[config.mk]
export PLATFORM = sky130hd
export DESIGN_NAME = ps2_host_tx
export DESIGN_NICKNAME = d
export VERILOG_FILES = /design/src/rtl/ps2_host_tx.sv
export SDC_FILE = /design/constraint.sdc
export NUM_CORES = 1
export LEC_CHECK = 0
export CAP_MARGIN = 20
export CORE_ASPECT_RATIO = 1.2
export CORE_MARGIN = 2
export CORE_UTILIZATION = 45
export DETAILED_ROUTE_END_ITERATION = 8
export PLACE_DENSITY = 0.64
export SYNTH_ARGS = -nofsm -noshare
export SYNTH_HDL_FRONTEND = slang
export SYNTH_SLANG_ARGS = --single-unit
[constraint.sdc]
create_clock -name clk -period 1.7 [get_ports clk]
set_input_delay 0.255 -clock clk [delete_from_list [all_inputs] [get_ports clk]]
set_output_delay 0.255 -clock clk [all_outputs]
set_load 0.02 [all_outputs]
[src/rtl/ps2_host_tx.sv]
// PS/2 host-to-device command transmitter: inhibit, request-to-send, 8 data bits
// LSB first, odd parity, stop, device ACK; both lines driven open-drain via OE pins.
module ps2_host_tx #(
    parameter int CLK_HZ         = 50_000_000,
    parameter int INHIBIT_CYCLES = 5000,
    parameter int FILTER_CYCLES  = 8,
    parameter int TIMEOUT_CYCLES = 750_000
) (
    input  logic       clk,
    input  logic       reset,
    input  logic [7:0] tx_data,
    input  logic       tx_valid,
    output logic       tx_ready,
    input  logic       kclk_in,
    input  logic       kdata_in,
    output logic       kclk_oe,
    output logic       kdata_oe,
    output logic       busy,
    output logic       done,
    output logic       ack_ok,
    output logic       timeout,
    output logic [2:0] state_dbg
);

    // Handshake: a command is taken on any rising clk edge where tx_valid && tx_ready;
    // tx_ready is high only in IDLE and requests made while busy are dropped, not queued.

    if (CLK_HZ <= 0 || INHIBIT_CYCLES < 2 || FILTER_CYCLES < 1 ||
        TIMEOUT_CYCLES < 2 || TIMEOUT_CYCLES > 1_048_575) begin : g_bad_params
        $error("ps2_host_tx: parameter out of range");
    end

    localparam int IW = $clog2(INHIBIT_CYCLES + 1);
    localparam int FW = $clog2(FILTER_CYCLES + 1);
    localparam logic [IW-1:0] INH_PRE  = IW'(INHIBIT_CYCLES - 2);
    localparam logic [IW-1:0] INH_LAST = IW'(INHIBIT_CYCLES - 1);
    localparam logic [FW-1:0] F_LAST   = FW'(FILTER_CYCLES - 1);
    localparam logic [19:0]   TO_LAST  = 20'(TIMEOUT_CYCLES - 1);

    typedef enum logic [2:0] {
        S_IDLE    = 3'd0,
        S_INHIBIT = 3'd1,
        S_REQ     = 3'd2,
        S_SHIFT   = 3'd3,
        S_ACK     = 3'd4,
        S_RELEASE = 3'd5,
        S_DONE    = 3'd6
    } state_t;

    // Bit 0 is the PS/2 clock, bit 1 is the PS/2 data line.
    logic [1:0]    pads;
    logic [1:0]    sync1;
    logic [1:0]    sync2;
    logic [1:0]    level;
    logic [FW-1:0] fcnt [2];
    logic          kclk_prev;
    logic          clk_fall;

    assign pads = {kdata_in, kclk_in};

    // Filtered level only follows the synchronized pad after FILTER_CYCLES
    // consecutive samples disagree with it; shorter glitches are discarded.
    always_ff @(posedge clk) begin
        if (reset) begin
            sync1   <= 2'b11;
            sync2   <= 2'b11;
            level   <= 2'b11;
            fcnt[0] <= '0;
            fcnt[1] <= '0;
        end else begin
            sync1 <= pads;
            sync2 <= sync1;
            for (int i = 0; i < 2; i++) begin
                if (sync2[i] == level[i]) begin
                    fcnt[i] <= '0;
                end else if (fcnt[i] == F_LAST) begin
                    level[i] <= sync2[i];
                    fcnt[i]  <= '0;
                end else begin
                    fcnt[i] <= fcnt[i] + FW'(1);
                end
            end
        end
    end

    assign clk_fall = kclk_prev & ~level[0];

    state_t        state, state_d;
    logic [IW-1:0] icnt, icnt_d;
    logic [19:0]   tcnt, tcnt_d;
    logic [3:0]    n, n_d;
    logic [9:0]    sh, sh_d;
    logic          kclk_oe_q, kclk_oe_d;
    logic          kdata_oe_q, kdata_oe_d;
    logic          done_q, done_d;
    logic          ack_q, ack_d;
    logic          to_q, to_d;

    always_ff @(posedge clk) begin
        if (reset) begin
            state      <= S_IDLE;
            icnt       <= '0;
            tcnt       <= '0;
            n          <= '0;
            sh         <= '0;
            kclk_oe_q  <= 1'b0;
            kdata_oe_q <= 1'b0;
            done_q     <= 1'b0;
            ack_q      <= 1'b0;
            to_q       <= 1'b0;
            kclk_prev  <= 1'b1;
        end else begin
            state      <= state_d;
            icnt       <= icnt_d;
            tcnt       <= tcnt_d;
            n          <= n_d;
            sh         <= sh_d;
            kclk_oe_q  <= kclk_oe_d;
            kdata_oe_q <= kdata_oe_d;
            done_q     <= done_d;
            ack_q      <= ack_d;
            to_q       <= to_d;
            kclk_prev  <= level[0];
        end
    end

    always_comb begin
        state_d    = state;
        icnt_d     = icnt;
        tcnt_d     = tcnt;
        n_d        = n;
        sh_d       = sh;
        kclk_oe_d  = kclk_oe_q;
        kdata_oe_d = kdata_oe_q;
        done_d     = 1'b0;
        ack_d      = ack_q;
        to_d       = to_q;

        case (state)
            S_IDLE: begin
                kclk_oe_d  = 1'b0;
                kdata_oe_d = 1'b0;
                if (tx_valid) begin
                    // Frame bits in send order from bit 0: data LSB first, odd parity, stop.
                    sh_d      = {1'b1, ~^tx_data, tx_data};
                    icnt_d    = '0;
                    ack_d     = 1'b0;
                    to_d      = 1'b0;
                    kclk_oe_d = 1'b1;
                    state_d   = S_INHIBIT;
                end
            end
            S_INHIBIT: begin
                kclk_oe_d = 1'b1;
                icnt_d    = icnt + IW'(1);
                // Start bit goes out one cycle before the clock is released.
                if (icnt == INH_PRE) begin
                    kdata_oe_d = 1'b1;
                end
                if (icnt == INH_LAST) begin
                    kclk_oe_d  = 1'b0;
                    kdata_oe_d = 1'b1;
                    state_d    = S_REQ;
                end
            end
            S_REQ: begin
                kclk_oe_d  = 1'b0;
                kdata_oe_d = 1'b1;
                tcnt_d     = 20'd1;
                n_d        = 4'd0;
                state_d    = S_SHIFT;
            end
            S_SHIFT: begin
                tcnt_d = tcnt + 20'd1;
                if (clk_fall) begin
                    kdata_oe_d = ~sh[0];
                    sh_d       = {1'b0, sh[9:1]};
                    n_d        = n + 4'd1;
                    if (n == 4'd9) begin
                        state_d = S_ACK;
                    end
                end
            end
            S_ACK: begin
                tcnt_d = tcnt + 20'd1;
                if (clk_fall) begin
                    ack_d   = ~level[1];
                    state_d = S_RELEASE;
                end
            end
            S_RELEASE: begin
                tcnt_d = tcnt + 20'd1;
                if (level[0] && level[1]) begin
                    done_d  = 1'b1;
                    state_d = S_DONE;
                end
            end
            S_DONE: begin
                kclk_oe_d  = 1'b0;
                kdata_oe_d = 1'b0;
                state_d    = S_IDLE;
            end
            default: begin
                kclk_oe_d  = 1'b0;
                kdata_oe_d = 1'b0;
                state_d    = S_IDLE;
            end
        endcase

        // tcnt counts cycles since the clock was released; the abort wins over any edge.
        if ((state == S_SHIFT || state == S_ACK || state == S_RELEASE) && tcnt == TO_LAST) begin
            kclk_oe_d  = 1'b0;
            kdata_oe_d = 1'b0;
            done_d     = 1'b1;
            ack_d      = 1'b0;
            to_d       = 1'b1;
            state_d    = S_DONE;
        end
    end

    assign tx_ready  = (state == S_IDLE);
    assign busy      = (state != S_IDLE);
    assign kclk_oe   = kclk_oe_q;
    assign kdata_oe  = kdata_oe_q;
    assign done      = done_q;
    assign ack_ok    = ack_q;
    assign timeout   = to_q;
    assign state_dbg = state;

endmodule

# == Word level (Yosys, flattened, before mapping) ==
# Memories as Yosys holds them, arrays and structs flattened.
# Cells that the tools add are included.
# classes
n_addsub,5
eq_ne,26
muxes,61
n_bitwise,13
reduce_logical,27
# ops
cell,count
one-hot mux 20 bit (2 select lines),1
two-way mux 1 bit,36
two-way mux 4 bit,7
equality test 13 bit (second input constant),2
one-hot mux 13 bit (2 select lines),1
two-way mux 3 bit,7
adder 20 x 1 -> 20 bit (second input constant),1
equality test 20 bit (second input constant),1
two-way mux 10 bit,2
one-hot mux 10 bit (2 select lines),1
one-hot mux 3 bit (6 select lines),1
!= test 3 x 2 -> 1 bit (second input constant),5
nonzero test 2 bit,7
adder 13 x 1 -> 13 bit (second input constant),1
two-way mux 13 bit,1
adder 4 x 1 -> 4 bit (second input constant),3
!= test 2 bit (second input constant),6
AND reduction 6 bit,2
AND reduction 2 bit,5
AND reduction 3 bit,3
equality test 4 x 3 -> 1 bit (second input constant),2
one-hot mux 4 bit (2 select lines),1
XNOR reduction 8 bit,1
equality test 3 x 2 -> 1 bit (second input constant),2
other kinds (17),33
# word_totals
register_bits,62
mem_bits_rw,8
input_bits,13
out_inout_bits,10
wordCells,149
memories,1
# memory_table
memory,depth,word_bits,read_ports,rd_clocked_by_memory_dff,wr,line,rtl
fcnt,2,4,2,0,2,55,logic [FW-1:0] fcnt [2];

# == Logic depth before layout (Yosys ltp) ==
# logic_depth
ltp_word,7
depth_mapped,7
depth_no_buf,7

# == Worst setup path before layout ==
# No wires, ideal clock.
# synth_path
kind,flip-flop to flip-flop
start,register state[1] (netlist: state_dbg[1])
end,register sh[8]
setup_time_ns,0.091
t_arrival_ns,1.919
required_time_ns,1.609
path_slack_ns,-0.310
stages_incl_launch_ff,8
n_path_buf,1
synth_period_minus_slack_ns,2.010
path_cell_list,dfxtp_1 or3_1 inv_1 nand2_1 nand2_1 buf_2 nor2_1 a311oi_1
# synth_between
elab_chain_len,3
word_cells_on_any_way,7
# synth_lines
item,line,rtl
from (decl),88,"state_t state, state_d;"
from (signal assigned),113,state <= state_d;
zero test 3 bit *,--,
via tx_ready,13,"output logic tx_ready,"
!= test 2 bit (no line) / nonzero test 2 bit (equally long branches),--,
AND reduction 3 bit (no line),--,
to (signal assigned),105,sh <= '0;
to (signal assigned),117,sh <= sh_d;
to (decl),92,"logic [9:0] sh, sh_d;"
# The timed path passes the listed nets; every way through them passes the cells marked *.
# A chain may end at the register's enable or synchronous reset.

# == Worst setup path in the final report ==
# layout_path
start,register state[1] (netlist: state_dbg[1])
end,register icnt[12]
# layout_between
elab_chain_len,3
word_cells_on_any_way,6
# layout_lines
item,line,rtl
equality test 3 x 1 -> 1 bit / zero test 3 bit (equally long branches),139,case (state)
nonzero test 2 bit (no line) / != test 2 bit (equally long branches),--,
AND reduction 2 bit (no line),--,
to (signal assigned),114,icnt <= icnt_d;
to (decl),89,"logic [IW-1:0] icnt, icnt_d;"
# Several ways; a longest one is shown, not always the timed one.

==> results.sh <==
export IMPL_status="finished, violations left"
export IMPL_violations="setup timing"
export IMPL_worstHoldStart="reset"
export IMPL_cts_buffers=9
export IMPL_setup_viol=1
export IMPL_startpoint_type="flop"
export IMPL_rsz0062_at_grt="yes"
export IMPL_arrival_ns=2.01
export IMPL_hold_viol=0
export IMPL_ios=23
export IMPL_cp_cell_sequence="or3b_4 > or3_4 > nor3_4 > mux2_4 > nor2_2"
export IMPL_critPathKind="flop to flop"
export IMPL_worst_slack_ns=-0.0151
export IMPL_hold_class="primary input to flop"
export IMPL_diodes=0
export IMPL_p_total_mw=5.77
export IMPL_drtIter0Drc=173
export IMPL_worst_slew_pin_slew_ns=0.506
export IMPL_routed_wl_um=8790
export IMPL_synth_area_top_cells="dfxtp_1, edfxtp_1, nor2_1"
export IMPL_drc=0
export IMPL_via_count=3289
export IMPL_portBuffers=22
export IMPL_worstPathRequired_ns=1.99
export IMPL_dieArea_um2=8610
export IMPL_synthFlopType="dfxtp_1"
export IMPL_routedWlPerCell_um=14.8
export IMPL_setup_tns_ns=-0.0151
export IMPL_min_period_ns=1.72
export IMPL_worstSkewPairLatency_ns=0.35
export IMPL_placedCellCount=573
export IMPL_cts_hold_buf=0
export IMPL_nets=515
export IMPL_grt_pass1_wl_um=14500
export IMPL_synthCells=422
export IMPL_routabilityCongestion=0.917
export IMPL_synth_seq_area_share=0.417
export IMPL_register_area_um2=1520
export IMPL_async_flop_share=0
export IMPL_die_x_um=85.1
export IMPL_ant_nets=0
export IMPL_track_usage=0.207
export IMPL_start_util=0.463
export IMPL_die_height_um=101
export IMPL_worstPathMaxFanout=6
export IMPL_leakagePower_nw=1.77
export IMPL_syn_cell_area_um2=3550
export IMPL_crit_slowest_cell="or3b_4"
export IMPL_areaGrowthSynthToFinish_pct=34.0
export IMPL_cap_violations=0
export IMPL_clock_fmax_mhz=583
export IMPL_finalNonFillerCells=592
export IMPL_rows=35
export IMPL_utilization=0.620
export IMPL_end_kind="flop"
export IMPL_cts_root_buffer="clkbuf_8"
export IMPL_avgSynthCellArea_um2=8.41
export IMPL_synth_edf_count=8
export IMPL_slew_headroom=0.662
export IMPL_finClkSkew_ns=0.0104
export IMPL_drive_above_1_share=0.272
export IMPL_synth_top_cell_by_area="dfxtp_1"
export IMPL_drt_first_pass_iters=6
export IMPL_fillers=652
export IMPL_ir_drop_uv=961
export IMPL_viasPerCell=5.56
export IMPL_cp_top_family="simple AND/OR/NAND/NOR gates"
export IMPL_htreeDepth=3
export IMPL_antenna_found_initial=0
export IMPL_clock_sinks=70
export IMPL_yosys_cell_types_count=58
export IMPL_r2r_start="state_dbg[1]"
export IMPL_synth_top_area_frac=0.350
export IMPL_critPathBufInv=0
export IMPL_multi_input_area_um2=2220
export IMPL_final_cell_mix="nor2_1, buf_4, nand2_1, dfxtp_1, a21oi_1"
export IMPL_cp_slowest_stage_delay_ns=0.40
export IMPL_clockBufferDepth=2
export IMPL_ys_ff_latch=70
export IMPL_first_global_vias=3178
export IMPL_cts_clk_slew_worst_paths_ns=0.08
export IMPL_maxSlewViolCount=0
export IMPL_cellPowerDensity_nw_per_um2=1210
export IMPL_tritoncts="yes"
export IMPL_coreArea_um2=7660
export IMPL_grt_start_max_net_pins=24
export IMPL_dpl_hpwl_um=6200
export IMPL_critPathLaunch="state_dbg[1]"
export IMPL_overflow=0
export IMPL_layout_commonest_cell="nor2_1"
export IMPL_finalCritPeriodShare=1.01
export IMPL_yosys_warnings=0
## synthesized netlist by cell type, types with 4 or more instances
cell and instances:
a2111oi_0 4, nor3_1 12, nand2_1 49, or3_1 10
nand3b_1 5, o21ai_0 11, clkbuf_1 14, inv_1 10
a31oi_1 6, xor2_1 5, a311oi_1 14, nand4_1 8
nor2_1 59, xnor2_1 15, or2_2 7, o211ai_1 7
nand2b_1 5, dfxtp_1 62, nor3b_1 4, a21oi_1 24
ha_1 7, edfxtp_1 8, nor2b_1 6, nand3_1 16
## metrics by stage
step                cell area, µm²  worst slack (ns)  hold slack (ns)
global route                  4750           -0.0557            0.364
CTS                           4550           -0.0245            0.308
global placement              4260            -0.159            0.402
detailed placement            4260            -0.177            0.406
floorplan                     3630          -0.00821            0.359
finish                        4750           -0.0151            0.311
## state kept, by name, indices dropped and copies added (netlist names)
| register | cells |
|---|---|
| kclk_prev | 1 |
| sync1 | 2 |
| kclk_oe | 1 |
| sh | 10 |
| ack_ok | 1 |
| level | 2 |
| state_dbg | 3 |
| timeout | 1 |
| fcnt | 8 |
| sync2 | 2 |
| n | 4 |
| done | 1 |
| tcnt | 20 |
| icnt | 13 |
| kdata_oe | 1 |
## where the power goes
group | total (mW) | switching (mW) | internal [mW] | leakage [nW]
logic | 2.20 | 1.25 | 0.948 | 1.06
registers | 2.00 | 0.139 | 1.86 | 0.596
clock network | 1.58 | 0.675 | 0.900 | 0.116
total | 5.77 | 2.06 | 3.71 | 1.77
## what timing repair did
item                       in CTS  in global routing
gates resized for setup        20                 36
hold endpoints to repair        0                  0
setup endpoints to repair      16                 34
pin swaps                       7                  8
setup buffers                   1                  2
## area by class of cell
class,instances,area share
clock buffer,13,0.0403
clock inverter,3,0.00974
inverter,10,0.00789
multi-input combinational,329,0.467
sequential,70,0.320
tap,92,0.0242
timing repair buffer,75,0.132
## cells by family (layout without fill, tap and decap cells)
group,Yosys count,in the layout,share of synthesized area
adder cells (fa/ha/maj),7,7,0.0247
XOR/XNOR,20,20,0.0494
other,1,8,0.00106
AO/OA/AOI/OAI,84,84,0.161
buffers and inverters,30,101,0.0331
AND/OR/NAND/NOR,204,204,0.295
multiplexers,6,6,0.0180
flip-flops,70,70,0.417
## path summary, 6_finish.rpt
kind | cells after the start | endpoint | slack, ns
worst max register to register | 5 | icnt[12] | -0.02
worst min-delay path | 2 | tcnt[17] | 0.31
worst min register to register | 1 | sync2[0] | 0.42
worst max-delay path | 5 | icnt[12] | -0.02
## metal layers
| layer | vias to the layer above | track usage | part of all wire |
|---|---|---|---|
| met3 | 13 | 0.0391 | 0.038 |
| met5 | - | 0 | 0 |
| met1 | 1553 | 0.251 | 0.45 |
| met4 | 0 | 0.0720 | 0.015 |
| li1 | 1658 | - | - |
| met2 | 65 | 0.365 | 0.50 |
Note: power is estimated with default switching activity, not from simulation.
